==> src/rtl/multicycle_control_pkg.sv <==
// rv_ctrl_pkg: definitions shared by the multi-cycle RISC-V control unit.
//   state_e  - FSM state encoding. TRAP exists only when
//              MULTICYCLE_CONTROL_ILLEGAL_TRAP_EN is defined.
//   OPC_*    - 7-bit RV32I major opcodes that the controller decodes.
//   WB_*     - write-back source select codes driven on wb_sel.
package rv_ctrl_pkg;

  typedef enum logic [3:0] {
    S_FETCH,
    S_DECODE,
    S_EXEC,
    S_MEM_ADDR,
    S_MEM_RD,
    S_MEM_WR,
    S_WB,
    S_BRANCH,
    S_JUMP
`ifdef MULTICYCLE_CONTROL_ILLEGAL_TRAP_EN
    , S_TRAP
`endif
  } state_e;

  localparam logic [6:0] OPC_RTYPE  = 7'b0110011;
  localparam logic [6:0] OPC_ITYPE  = 7'b0010011;
  localparam logic [6:0] OPC_LOAD   = 7'b0000011;
  localparam logic [6:0] OPC_STORE  = 7'b0100011;
  localparam logic [6:0] OPC_BRANCH = 7'b1100011;
  localparam logic [6:0] OPC_JAL    = 7'b1101111;
  localparam logic [6:0] OPC_LUI    = 7'b0110111;

  localparam logic [1:0] WB_ALU = 2'b00;
  localparam logic [1:0] WB_MEM = 2'b01;
  localparam logic [1:0] WB_PC4 = 2'b10;
  localparam logic [1:0] WB_IMM = 2'b11;

endpackage

==> src/rtl/multicycle_control_if.sv <==
// multicycle_control_if: instruction/data memory handshake bundle.
//   imem_req/imem_ready - instruction fetch request and data-valid response.
//   dmem_req/dmem_ready - data access request and completion response.
//   mem_read/mem_write  - direction qualifiers for dmem_req.
// Modports: master = controller side, slave = memory side.
interface multicycle_control_if;
  logic imem_req;
  logic imem_ready;
  logic dmem_req;
  logic dmem_ready;
  logic mem_read;
  logic mem_write;

  modport master (
    output imem_req, dmem_req, mem_read, mem_write,
    input  imem_ready, dmem_ready
  );

  modport slave (
    input  imem_req, dmem_req, mem_read, mem_write,
    output imem_ready, dmem_ready
  );
endinterface

==> src/rtl/multicycle_control_wait_timer.sv <==
// mc_wait_timer: counts consecutive cycles spent waiting for a memory ready.
//   clk, rst_n - clock, asynchronous active-low reset.
//   active     - controller is in a state that waits on a ready.
//   ready      - the ready that belongs to the current waiting state.
//   expire     - WAIT_MAX cycles already elapsed and ready still low
//                (ready in the same cycle wins).
// The count clears whenever the controller leaves the waiting state, which
// only happens on ready or on expiry.
module mc_wait_timer #(
  parameter int unsigned WAIT_MAX = 15
) (
  input  logic clk,
  input  logic rst_n,
  input  logic active,
  input  logic ready,
  output logic expire
);

  localparam int unsigned CW = $clog2(WAIT_MAX + 1);

  if (WAIT_MAX < 1) begin : g_wait_max_chk
    $error("mc_wait_timer: WAIT_MAX must be at least 1");
  end

  logic [CW-1:0] cnt_q, cnt_d;

  always_comb begin
    expire = active && !ready && (cnt_q == CW'(WAIT_MAX));
    if (!active || ready || expire) cnt_d = '0;
    else                            cnt_d = cnt_q + 1'b1;
  end

  always_ff @(posedge clk or negedge rst_n) begin
    if (!rst_n) cnt_q <= '0;
    else        cnt_q <= cnt_d;
  end

endmodule

==> src/rtl/multicycle_control.sv <==
// multicycle_control: multi-cycle RISC-V control FSM
// (FETCH/DECODE/EXEC/MEM_ADDR/MEM_RD/MEM_WR/WB/BRANCH/JUMP).
//   clk, rst_n   - clock, asynchronous active-low reset.
//   opcode       - opcode field of the instruction register (held after fetch).
//   mem          - memory handshake bundle (imem_req/ready, dmem_req/ready,
//                  mem_read, mem_write).
//   ir_write, pc_inc            - fetch complete (FETCH and imem_ready).
//   pc_branch, pc_jump          - BEQ / JAL PC update.
//   reg_write, alu_src, wb_sel  - datapath controls.
//   mem_timeout  - one-cycle pulse when a memory wait is abandoned.
//   instret      - retired-instruction counter (wraps).
//   illegal_instr - only with MULTICYCLE_CONTROL_ILLEGAL_TRAP_EN: an unknown
//                  opcode parks the controller in TRAP until reset.
module multicycle_control
  import rv_ctrl_pkg::*;
#(
  parameter int unsigned OPC_W    = 7,
  parameter int unsigned WAIT_MAX = 15,
  parameter int unsigned CNT_W    = 32
) (
  input  logic                 clk,
  input  logic                 rst_n,
  input  logic [OPC_W-1:0]     opcode,
  multicycle_control_if.master mem,
  output logic                 ir_write,
  output logic                 pc_inc,
  output logic                 pc_branch,
  output logic                 pc_jump,
  output logic                 reg_write,
  output logic                 alu_src,
  output logic [1:0]           wb_sel,
  output logic                 mem_timeout,
  output logic [CNT_W-1:0]     instret
`ifdef MULTICYCLE_CONTROL_ILLEGAL_TRAP_EN
  ,
  output logic                 illegal_instr
`endif
);

  if (OPC_W != 7) begin : g_opc_w_chk
    $error("multicycle_control: OPC_W must be 7");
  end

  state_e           state_q, state_d;
  logic [CNT_W-1:0] instret_q, instret_d;
  logic [6:0]       opc;
  logic             waiting, ready_sel, expire, retire;

  assign opc       = opcode;
  assign waiting   = (state_q == S_FETCH) || (state_q == S_MEM_RD) || (state_q == S_MEM_WR);
  assign ready_sel = (state_q == S_FETCH) ? mem.imem_ready : mem.dmem_ready;

  mc_wait_timer #(.WAIT_MAX(WAIT_MAX)) u_wait_timer (
    .clk    (clk),
    .rst_n  (rst_n),
    .active (waiting),
    .ready  (ready_sel),
    .expire (expire)
  );

  always_comb begin
    state_d = state_q;
    retire  = 1'b0;
    case (state_q)
      S_FETCH:    if (mem.imem_ready) state_d = S_DECODE;
      S_DECODE: begin
        case (opc)
          OPC_RTYPE, OPC_ITYPE, OPC_LUI: state_d = S_EXEC;
          OPC_LOAD, OPC_STORE:           state_d = S_MEM_ADDR;
          OPC_BRANCH:                    state_d = S_BRANCH;
          OPC_JAL:                       state_d = S_JUMP;
`ifdef MULTICYCLE_CONTROL_ILLEGAL_TRAP_EN
          default:                       state_d = S_TRAP;
`else
          default:                       state_d = S_FETCH;
`endif
        endcase
      end
      S_EXEC:     state_d = S_WB;
      S_MEM_ADDR: state_d = (opc == OPC_STORE) ? S_MEM_WR : S_MEM_RD;
      S_MEM_RD: begin
        if (mem.dmem_ready) state_d = S_WB;
        else if (expire)    state_d = S_FETCH;
      end
      S_MEM_WR: begin
        if (mem.dmem_ready) begin
          state_d = S_FETCH;
          retire  = 1'b1;
        end else if (expire) begin
          state_d = S_FETCH;
        end
      end
      S_WB, S_BRANCH, S_JUMP: begin
        state_d = S_FETCH;
        retire  = 1'b1;
      end
`ifdef MULTICYCLE_CONTROL_ILLEGAL_TRAP_EN
      S_TRAP:     state_d = S_TRAP;
`endif
      default:    state_d = S_FETCH;
    endcase
    instret_d = retire ? instret_q + CNT_W'(1) : instret_q;
  end

  always_ff @(posedge clk or negedge rst_n) begin
    if (!rst_n) begin
      state_q   <= S_FETCH;
      instret_q <= '0;
    end else begin
      state_q   <= state_d;
      instret_q <= instret_d;
    end
  end

  // Reset parks the state in FETCH, so the fetch-side outputs are also gated
  // by rst_n to keep every output low while reset is held.
  always_comb begin
    mem.imem_req  = 1'b0;
    mem.dmem_req  = 1'b0;
    mem.mem_read  = 1'b0;
    mem.mem_write = 1'b0;
    ir_write      = 1'b0;
    pc_inc        = 1'b0;
    pc_branch     = 1'b0;
    pc_jump       = 1'b0;
    reg_write     = 1'b0;
    alu_src       = 1'b0;
    wb_sel        = WB_ALU;
`ifdef MULTICYCLE_CONTROL_ILLEGAL_TRAP_EN
    illegal_instr = 1'b0;
`endif
    case (state_q)
      S_FETCH: begin
        mem.imem_req = rst_n;
        ir_write     = rst_n && mem.imem_ready;
        pc_inc       = rst_n && mem.imem_ready;
      end
      S_EXEC:     alu_src = (opc == OPC_ITYPE);
      S_MEM_ADDR: alu_src = 1'b1;
      S_MEM_RD: begin
        mem.dmem_req = 1'b1;
        mem.mem_read = 1'b1;
        alu_src      = 1'b1;
      end
      S_MEM_WR: begin
        mem.dmem_req  = 1'b1;
        mem.mem_write = 1'b1;
        alu_src       = 1'b1;
      end
      S_WB: begin
        reg_write = 1'b1;
        if (opc == OPC_LUI)       wb_sel = WB_IMM;
        else if (opc == OPC_LOAD) wb_sel = WB_MEM;
        else                      wb_sel = WB_ALU;
      end
      S_BRANCH:   pc_branch = 1'b1;
      S_JUMP: begin
        pc_jump   = 1'b1;
        reg_write = 1'b1;
        wb_sel    = WB_PC4;
      end
`ifdef MULTICYCLE_CONTROL_ILLEGAL_TRAP_EN
      S_TRAP:     illegal_instr = 1'b1;
`endif
      default: ;
    endcase
  end

  assign mem_timeout = expire;
  assign instret     = instret_q;

endmodule

==> src/flat_wrapper.sv <==
// flat-port wrapper written by rule: the top's interface ports become plain ports
module multicycle_control_flat import rv_ctrl_pkg::*;
#(
  parameter int unsigned OPC_W    = 7,
  parameter int unsigned WAIT_MAX = 15,
  parameter int unsigned CNT_W    = 32
)
  (clk, rst_n, opcode, ir_write, pc_inc, pc_branch, pc_jump, reg_write, alu_src, wb_sel, mem_timeout, instret, mem_imem_req, mem_dmem_req, mem_mem_read, mem_mem_write, mem_imem_ready, mem_dmem_ready);
  multicycle_control_if mem_i ();
  input  logic clk;
  input  logic rst_n;
  input  logic [OPC_W-1:0] opcode;
  output logic ir_write;
  output logic pc_inc;
  output logic pc_branch;
  output logic pc_jump;
  output logic reg_write;
  output logic alu_src;
  output logic [1:0] wb_sel;
  output logic mem_timeout;
  output logic [CNT_W-1:0] instret;
  output wire logic [$bits(mem_i.imem_req)-1:0] mem_imem_req;
  output wire logic [$bits(mem_i.dmem_req)-1:0] mem_dmem_req;
  output wire logic [$bits(mem_i.mem_read)-1:0] mem_mem_read;
  output wire logic [$bits(mem_i.mem_write)-1:0] mem_mem_write;
  input wire logic [$bits(mem_i.imem_ready)-1:0] mem_imem_ready;
  input wire logic [$bits(mem_i.dmem_ready)-1:0] mem_dmem_ready;
  assign mem_imem_req = mem_i.imem_req;
  assign mem_dmem_req = mem_i.dmem_req;
  assign mem_mem_read = mem_i.mem_read;
  assign mem_mem_write = mem_i.mem_write;
  assign mem_i.imem_ready = mem_imem_ready;
  assign mem_i.dmem_ready = mem_dmem_ready;
  multicycle_control #(.OPC_W(OPC_W), .WAIT_MAX(WAIT_MAX), .CNT_W(CNT_W)) u_core (.clk(clk), .rst_n(rst_n), .opcode(opcode), .mem(mem_i), .ir_write(ir_write), .pc_inc(pc_inc), .pc_branch(pc_branch), .pc_jump(pc_jump), .reg_write(reg_write), .alu_src(alu_src), .wb_sel(wb_sel), .mem_timeout(mem_timeout), .instret(instret));
endmodule
==> config.mk <==
export PLATFORM = sky130hd
export DESIGN_NAME = multicycle_control_flat
export DESIGN_NICKNAME = d
export VERILOG_FILES = /design/src/rtl/multicycle_control_pkg.sv /design/src/rtl/multicycle_control_if.sv /design/src/rtl/multicycle_control_wait_timer.sv /design/src/rtl/multicycle_control.sv /design/src/flat_wrapper.sv
export SDC_FILE = /design/constraint.sdc
export NUM_CORES = 1
export LEC_CHECK = 0
export ABC_CLOCK_PERIOD_IN_PS = 2300
export CORE_MARGIN = 2
export CORE_UTILIZATION = 48
export DETAILED_ROUTE_END_ITERATION = 10
export GPL_TIMING_DRIVEN = 0
export PLACE_DENSITY = 0.89
export SLEW_MARGIN = 0
export SYNTH_ARGS = -nofsm -noshare
export SYNTH_HDL_FRONTEND = slang
export SYNTH_SLANG_ARGS = --single-unit
==> constraint.sdc <==
create_clock -name clk -period 2.3 [get_ports clk]
set_clock_uncertainty 0.05 [all_clocks]
set_input_delay 0.69 -clock clk [delete_from_list [all_inputs] [get_ports clk]]
set_output_delay 0.69 -clock clk [all_outputs]
set_load 0.1 [all_outputs]
==> results of run 1 <==
repair_timing:
| item | CTS | global route |
|---|---|---|
| setup endpoints to repair | 45 | 23 |
| pin swaps | 9 | 9 |
| gates resized for setup | 225 | 32 |
| setup buffers | 8 | 13 |
| cloned | 1 | 0 |
kinds of logic (layout without fill, tap and decap cells):
| logic type | Yosys count | count (layout) | synth area share |
|---|---|---|---|
| XOR/XNOR | 33 | 33 | 0.131 |
| adder cells (fa/ha/maj) | 2 | 2 | 0.0113 |
| flip-flops | 40 | 40 | 0.453 |
| AND/OR/NAND/NOR | 117 | 117 | 0.310 |
| AO/OA/AOI/OAI | 23 | 23 | 0.0685 |
| buffers and inverters | 12 | 96 | 0.0266 |
worst paths after layout:
kind	startpoint	cells after the start	slack [ns]	end
min in group clk	u_core.instret[31]$_DFFE_PN0P_	1	0.42	u_core.instret[31]$_DFFE_PN0P_
setup / recovery	u_core.state_q[1]$_DFFE_PN0P_	5	-0.26	pc_inc
hold reg to reg	u_core.instret[31]$_DFFE_PN0P_	1	0.42	u_core.instret[31]$_DFFE_PN0P_
hold / removal	rst_n	1	0.23	u_core.state_q[0]$_DFFE_PN0P_
setup reg to reg	u_core.state_q[1]$_DFFE_PN0P_	7	0.08	u_core.instret[26]$_DFFE_PN0P_
max in group asynchronous	rst_n	1	1.66	u_core.instret[11]$_DFFE_PN0P_
power groups by stage:
stage	registers, mW	clock network (mW)	logic [mW]
after floorplan	1.13	0	0.882
after global placement	0.898	0	1.40
after detailed placement	0.903	0	1.42
after CTS	0.888	0.482	1.66
after global routing	0.899	0.516	2.05
final	0.884	0.492	1.96
layout make-up:
cell class,instances,share of cell area
Buffer,7,0.0312
Clock buffer,8,0.0267
Inverter,5,0.00557
Multi-Input combinational cell,175,0.385
Sequential cell,40,0.298
Tap cell,52,0.0193
Timing Repair Buffer,76,0.234
registers in the layout, summed over array words and instances, names as in the netlist:
name and count:
u_core.instret 32, u_core.state_q 4, u_core.u_wait_timer.cnt_q 4
Yosys cell counts, drive strengths merged:
cell type / instances / area share
nand4b: 1 / 0.0040
o21ba: 1 / 0.0045
ha: 2 / 0.011
and3: 7 / 0.020
nor4b: 4 / 0.028
a21o: 1 / 0.0034
and3b: 1 / 0.0040
nor2: 14 / 0.024
a31o: 1 / 0.0040
dfrtp: 40 / 0.45
o211ai: 1 / 0.0034
and2: 4 / 0.011
a31oi: 2 / 0.0057
xor2: 11 / 0.044
o2111ai: 1 / 0.0040
nand3: 17 / 0.038
nor4: 12 / 0.034
or3: 3 / 0.0085
nor4bb: 1 / 0.0045
xnor2: 22 / 0.087
clkbuf: 3 / 0.0051
nor3b: 1 / 0.0034
and4: 2 / 0.0079
nand3b: 3 / 0.010
or4: 2 / 0.0068
o2bb2ai: 1 / 0.0040
nor2b: 3 / 0.0085
buf: 4 / 0.013
o21bai: 1 / 0.0034
inv: 5 / 0.0085
nand2: 17 / 0.029
o41ai: 1 / 0.0040
nor3: 5 / 0.011
o21a: 2 / 0.0068
nand4: 14 / 0.040
o21ai: 3 / 0.0068
a21oi: 7 / 0.016
nand2b: 6 / 0.017
o22ai: 1 / 0.0028
metal layers:
layer  GRT usage  share of wire  vias up
met1       0.301           0.39     1098
met2       0.431           0.54       81
met5           0              0        -
met4      0.0881          0.023        0
met3      0.0464          0.046       20
li1            -              -      992
worst register-to-register path, delay by kind of cell, from the launching register on:
family	cells	cell delay, ns
AO/OA/AOI/OAI	1	0.21
buffers and inverters	3	0.63
XOR/XNOR	1	0.17
AND/OR/NAND/NOR	2	0.56
flip-flops	1	0.46
stage by stage:
step                      setup slack (ns)  instances
after global placement               -2.52        334
after CTS                           -0.201        351
final                               -0.258        363
after detailed placement             -1.64        334
after floorplan                     -0.462        227
after global routing                -0.303        363
==> summary.md, run 1 <==
| Metric | Value |
|---|---|
| Worst Hold Class | in -> async |
| Initial Util | 0.504 |
| Io pins | 56 |
| Yosys reg bits | 40 |
| Htree depth | 2 |
| Placed cell areas | 2950 µm² |
| Multi-input gate area | 1300 µm² |
| Sequential Power Share | 0.265 |
| Crit-path leading delay family | simple AND/OR/NAND/NOR gates |
| Core ar. | 4380 µm² |
| Initial antenna violation count | 0 |
| Synthesized instance count | 227 |
| Vias in the first global route | 2105 |
| Vias per cell | 6.04 |
| Root Driver | clkbuf_8 |
| Switching power | 1.55 mW |
| Die area | 5160 µm² |
| Worst path required time | 1.56 ns |
| Final net count | 323 |
| Setup TNS | -1.35 ns |
| DRC violations left | 0 |
| Largest fanout on the critical path | 6 |
| Most frequent cells in the layout | dfrtp_1, xnor2_1, clkdlybuf4s15_2, buf_4, nand3_1 |
| Fillcell total | 271 |
| Post-synthesis cell type count | 43 |
| Clk pwr share | 0.147 |
| CP endpoint kind | output pin |
| Gpl congestion | 0.819 |
| Worst Setup Path Type | reg -> out |
| Clk slew on worst S/H paths | 0.09 ns |
| Synth Warn # | 0 |
| WL final | 6.64 mm |
| First-pass DRT Iterations | 5 |
| Buf/Inv on CP | 3 |
| Tightest Pin Transition | 0.955 ns |
| Tmin final | 2.56 ns |
| Slowest library cell on the worst path | dfrtp_2 |
| Max_cap viols | 0 |
| Top cell by count, worst path | buf_12 |
| Fin. Hold Viols | 0 |
| Overall Global Routing Usage | 0.245 |
| Crit path arrival time | 1.82 ns |
| Share of cells above drive strength 1 | 0.347 |
| Drt wl/cell | 18.3 µm |
| Total CTS buffers | 5 |
| Sequential fraction of the synthesis area | 0.453 |
| Pin count of the biggest net entering global routing | 43 |
| Pwr dens | 991 nW/µm² |
| Comb power frac | 0.588 |
| Failing checks | negative setup slack |
| FF+latch area | 1000 µm² |
| RSZ-0062 raised after global routing | true |
| Worst hold slack | 0.228 ns |
| Final Cell Area | 3370 µm² |
| Slew Limit Fails | 0 |
| Total power | 3.34 mW |
| First-pass GRT wire length | 9.83 mm |
| Rel. slew slack | 0.366 |
| Later-pin clock latency in the skew report | 0.30 ns |
| Final ANT Viol Nets | 0 |
| Critical path startpoint category | flop |
| Status | complete, but fails checks |
| Design internal power | 1.79 mW |
| Hold_buf cts | 0 |
| Antenna Cells | 0 |
| Post-Syn Nets | 240 |
| Most common cell after layout, fill and taps aside | dfrtp_1 |
| Maximum VDD drop | 0.991 mV |
| Count of input and output buffers | 55 |
| Vias | 2191 |
| Dpl hpwl | 3.84 mm |
| Die H | 71.9 µm |
| Row count | 24 |
| Final setup viols | 9 |
| CP max stage delay | 0.46 ns |
| Final worst setup slack | -0.258 ns |
| Utilization after layout | 0.769 |
| Area delta synth->final | 52.5% |
| Final period util | 1.11 |
| CTS tree | done |
| Pleak | 1.45 nW |
| Syn Area/Cell | 9.74 µm² |
| CTS max path bufs | 2 |
| Post-synthesis cell area | 2210 µm² |
| Switching share of power | 0.465 |
| Gr ovfl total | 0 |
| Worst path cell trace | clkbuf_16 -> nor4_4 -> and3_4 -> buf_12 -> buf_12 |
| Highest Clock Rate | 391 MHz |
| Iteration-0 DRC count of the detailed router | 128 |
| Die Width | 71.9 µm |
| Clock Sinks | 40 |
No activity file was read; power rests on OpenSTA's default activity.
==> run 2: changes to the inputs <==
- SYNTH_HIERARCHICAL: not set -> 1
==> run 2 against run 1 <==
  * The flow still finishes with violations (negative setup slack)
  * Critical path depth grew 1
  * Total power grew 14%
  * Synthesized cell count shrank 1.3%
  * Utilization grew 1.6 points
  * Global-route usage grew 1.5 points
  * Combinational power grew 17%
  * Sequential cell count is the same
  * Design area grew 9.3%
  * Die area grew 4.4%
  * Sequential power grew 1%
  * Final cell count shrank 0.55%
  * First-iteration DRC count grew 10%
  * Critical path type unchanged
  * Critical endpoint is now mem_timeout
  * Highest routed layer unchanged
==> summary.md, run 2 <==
| Metric | Value |
|---|---|
| Status | complete, but fails checks (unchanged) |
| Failing checks | negative setup slack (unchanged) |
| Most common cell after layout, fill and taps aside | dfrtp_1 (unchanged) |
| Yosys reg bits | 40 (unchanged) |
| Post-synth ARST share | 1.00 (unchanged) |
| Ys flop type | dfrtp_1 (unchanged) |
| Pwr dens | 1040 nW/µm² (was 991 nW/µm²) |
| Largest fanout on the critical path | 10 (was 6) |
| Initial Util | 0.493 (was 0.504) |
| CP max stage delay | 0.45 ns (was 0.46 ns) |
| Slew Limit Fails | 0 (unchanged) |
| Rel. slew slack | 0.370 (was 0.366) |
| Worst path required time | 1.56 ns (about the same) |
| Synthesized instance count | 224 (was 227) |
| Clk slew on worst S/H paths | 0.08 ns (was 0.09 ns) |
| Worst path cell trace | clkbuf_8 -> nor4_4 -> mux2_4 -> nand2b_4 -> nor2_4 -> buf_12 (was clkbuf_16 -> nor4_4 -> and3_4 -> buf_12 -> buf_12) |
| Placed cell areas | 3180 µm² (was 2950 µm²) |
| Worst Hold Class | in -> async (unchanged) |
| Sequential fraction of the synthesis area | 0.432 (was 0.453) |
| Buf/Inv on CP | 2 (was 3) |
| CTS tree | done (unchanged) |
| Final ANT Viol Nets | 0 (unchanged) |
| Maximum VDD drop | 0.628 mV (was 0.991 mV) |
| Post-Syn Nets | 237 (was 240) |
| Syn Area/Cell | 10.3 µm² (was 9.74 µm²) |
| Pin count of the biggest net entering global routing | 43 (unchanged) |
| Area delta synth->final | 59.1% (was 52.5%) |
| Dpl hpwl | 3.96 mm (was 3.84 mm) |
| Gr ovfl total | 0 (unchanged) |
| Slowest library cell on the worst path | dfrtp_2 (unchanged) |
| Core ar. | 4690 µm² (was 4380 µm²) |
| Highest Clock Rate | 355 MHz (was 391 MHz) |
| RSZ-0062 raised after global routing | true (unchanged) |
| Synth top cells by count | dfrtp_1, xnor2_1, nand2_1 (was dfrtp_1, xnor2_1, nand2_1, nand3_1) |
| First-pass DRT Iterations | 4 (was 5) |
| Max_cap viols | 0 (unchanged) |
| Die area | 5390 µm² (was 5160 µm²) |
| Root Driver | clkbuf_8 (unchanged) |
| Pleak | 1.55 nW (was 1.45 nW) |
| Row count | 25 (was 24) |
| Area contributors post-synth | dfrtp_1, xnor2_1, nor4_2 (was dfrtp_1, xnor2_1, xor2_1) |
| Setup TNS | -2.68 ns (was -1.35 ns) |
| Final Cell Area | 3680 µm² (was 3370 µm²) |
| Die Width | 73.4 µm (was 71.9 µm) |
| Count leader, synth | dfrtp_1 (unchanged) |
| Antenna Cells | 0 (unchanged) |
| Iteration-0 DRC count of the detailed router | 141 (was 128) |
| Critical path startpoint category | flop (unchanged) |
| Placed Instances | 334 (unchanged) |
| Final period util | 1.22 (was 1.11) |
| CTS max path bufs | 2 (unchanged) |
| Total power | 3.82 mW (was 3.34 mW) |
| Crit path arrival time | 2.08 ns (was 1.82 ns) |
| Number of synthesized flops with an enable pin | 0 (unchanged) |
| Gpl congestion | 0.817 (was 0.819) |
| Vias | 2173 (was 2191) |
| Fillcell total | 268 (was 271) |
| Utilization after layout | 0.785 (was 0.769) |
| WL final | 7.38 mm (was 6.64 mm) |
| Post-synthesis cell area | 2310 µm² (was 2210 µm²) |
| Vias per cell | 6.02 (was 6.04) |
| Share of cells above drive strength 1 | 0.521 (was 0.347) |
| Worst Setup Path Type | reg -> out (unchanged) |
| Most frequent cells in the layout | dfrtp_1, xnor2_1, clkdlybuf4s15_2, buf_6 (was dfrtp_1, xnor2_1, clkdlybuf4s15_2, buf_4, nand3_1) |
| Io pins | 56 (unchanged) |
| Crit-path leading delay family | simple AND/OR/NAND/NOR gates (unchanged) |
| Area leader, netlist | dfrtp_1 (unchanged) |
| DRC violations left | 0 (unchanged) |
| Fin. Hold Viols | 0 (unchanged) |
| Drt wl/cell | 20.4 µm (was 18.3 µm) |
| Overall Global Routing Usage | 0.260 (was 0.245) |
| Later-pin clock latency in the skew report | 0.29 ns (was 0.30 ns) |
| Final setup viols | 13 (was 9) |
| Total CTS buffers | 5 (unchanged) |
| First-pass GRT wire length | 10.7 mm (was 9.83 mm) |
| Post-synthesis cell type count | 53 (was 43) |
| Tightest Pin Transition | 0.949 ns (was 0.955 ns) |
| CP endpoint kind | output pin (unchanged) |
| Max FFs per register | 32 (unchanged) |
| Final net count | 319 (was 323) |
| Synth Warn # | 6 (was 0) |
| Post-Layout Cell Count | 361 (was 363) |
| Area share of the largest cell type after synthesis | 0.432 (was 0.453) |
| Die H | 73.4 µm (was 71.9 µm) |
| Clock Sinks | 40 (unchanged) |
| Htree depth | 2 (unchanged) |
| Count of input and output buffers | 55 (unchanged) |
| Vias in the first global route | 2159 (was 2105) |
| Final worst setup slack | -0.517 ns (was -0.258 ns) |
| Tmin final | 2.82 ns (was 2.56 ns) |
| Initial antenna violation count | 0 (unchanged) |
-- run 2: cell types whose count changed in the layout (fill, tap and decap cells not counted), sizes merged, moves of 3 or more --
cell / previous run / this run
clkdlybuf4s15: 24 / 20
dlygate4sd2: 4 / 1
clkbuf: 19 / 25
nand3: 17 / 14
and3: 7 / 4
-- run 2: cell type report --
cell class	instances	area, µm²	share of cell area
multi-input cells	168	1500	0.406
flip-flops and latches	40	1020	0.276
repair buffers	75	817	0.222
plain buffers	12	141	0.0384
clock buffers	7	96.3	0.0262
well taps	54	67.6	0.0183
clock inverters	1	30.0	0.00815
inverters	4	17.5	0.00476
-- run 2: worst paths after layout --
check | cells after the start | slack, ns | startpoint | endpoint
max | 6 | -0.52 | u_core/state_q[2]$_DFFE_PN0P_ | mem_timeout
min in group clk | 1 | 0.42 | u_core/instret[31]$_DFFE_PN0P_ | u_core/instret[31]$_DFFE_PN0P_
max in group asynchronous | 2 | 1.67 | rst_n | u_core/instret[4]$_DFFE_PN0P_
min reg2reg | 1 | 0.42 | u_core/instret[31]$_DFFE_PN0P_ | u_core/instret[31]$_DFFE_PN0P_
max reg2reg | 10 | -0.06 | u_core/state_q[2]$_DFFE_PN0P_ | u_core/state_q[0]$_DFFE_PN0P_
min | 2 | 0.30 | rst_n | u_core/state_q[1]$_DFFE_PN0P_
-- run 2: through the flow --
step	setup slack, ns	hold WS [ns]
after floorplan	-0.499	0.344
after global placement	-2.57	0.407
after detailed placement	-1.77	0.413
after CTS	-0.439	0.319
after global routing	-0.567	0.313
final	-0.517	0.304
-- run 2: power by group --
group	leakage (nW)	total, mW	switching [mW]	internal, mW
Clock	0.0645	0.631	0.248	0.383
Combinational	0.960	2.29	1.44	0.843
Sequential	0.522	0.897	0.104	0.793
Total	1.55	3.82	1.80	2.02
-- run 2: cells by family after synthesis --
kind of cell             after synthesis  share of synthesized area
AND/OR/NAND/NOR                      113                      0.330
flip-flops                            40                      0.432
XOR/XNOR                              33                      0.125
AO/OA/AOI/OAI                         18                     0.0600
buffers and inverters                 16                     0.0324
adder cells (fa/ha/maj)                3                     0.0151
multiplexers                           1                    0.00486
-- run 2: worst reg2reg max path: cells and delay by family, from the launching register on --
kind / cells / cell delay, ns
buf+inv: 2 / 0.34
compound gates: 1 / 0.19
simple gates: 6 / 1.03
flops: 1 / 0.45
mux: 1 / 0.22
-- run 2: per-layer routing --
| layer | global-route usage | part of all wire | up-vias |
|---|---|---|---|
| met5 | 0 | 0 | - |
| met4 | 0.0768 | 0.024 | 0 |
| met3 | 0.0576 | 0.047 | 20 |
| met2 | 0.438 | 0.52 | 94 |
| met1 | 0.336 | 0.41 | 1091 |
| li1 | - | - | 968 |
-- run 2: what timing repair did --
item	4_1_cts	5_1_grt
resized for setup	227	54
hold buffers	0	0
endpoints found under the setup margin	47	31
pin swaps	12	9
setup buffers	16	6
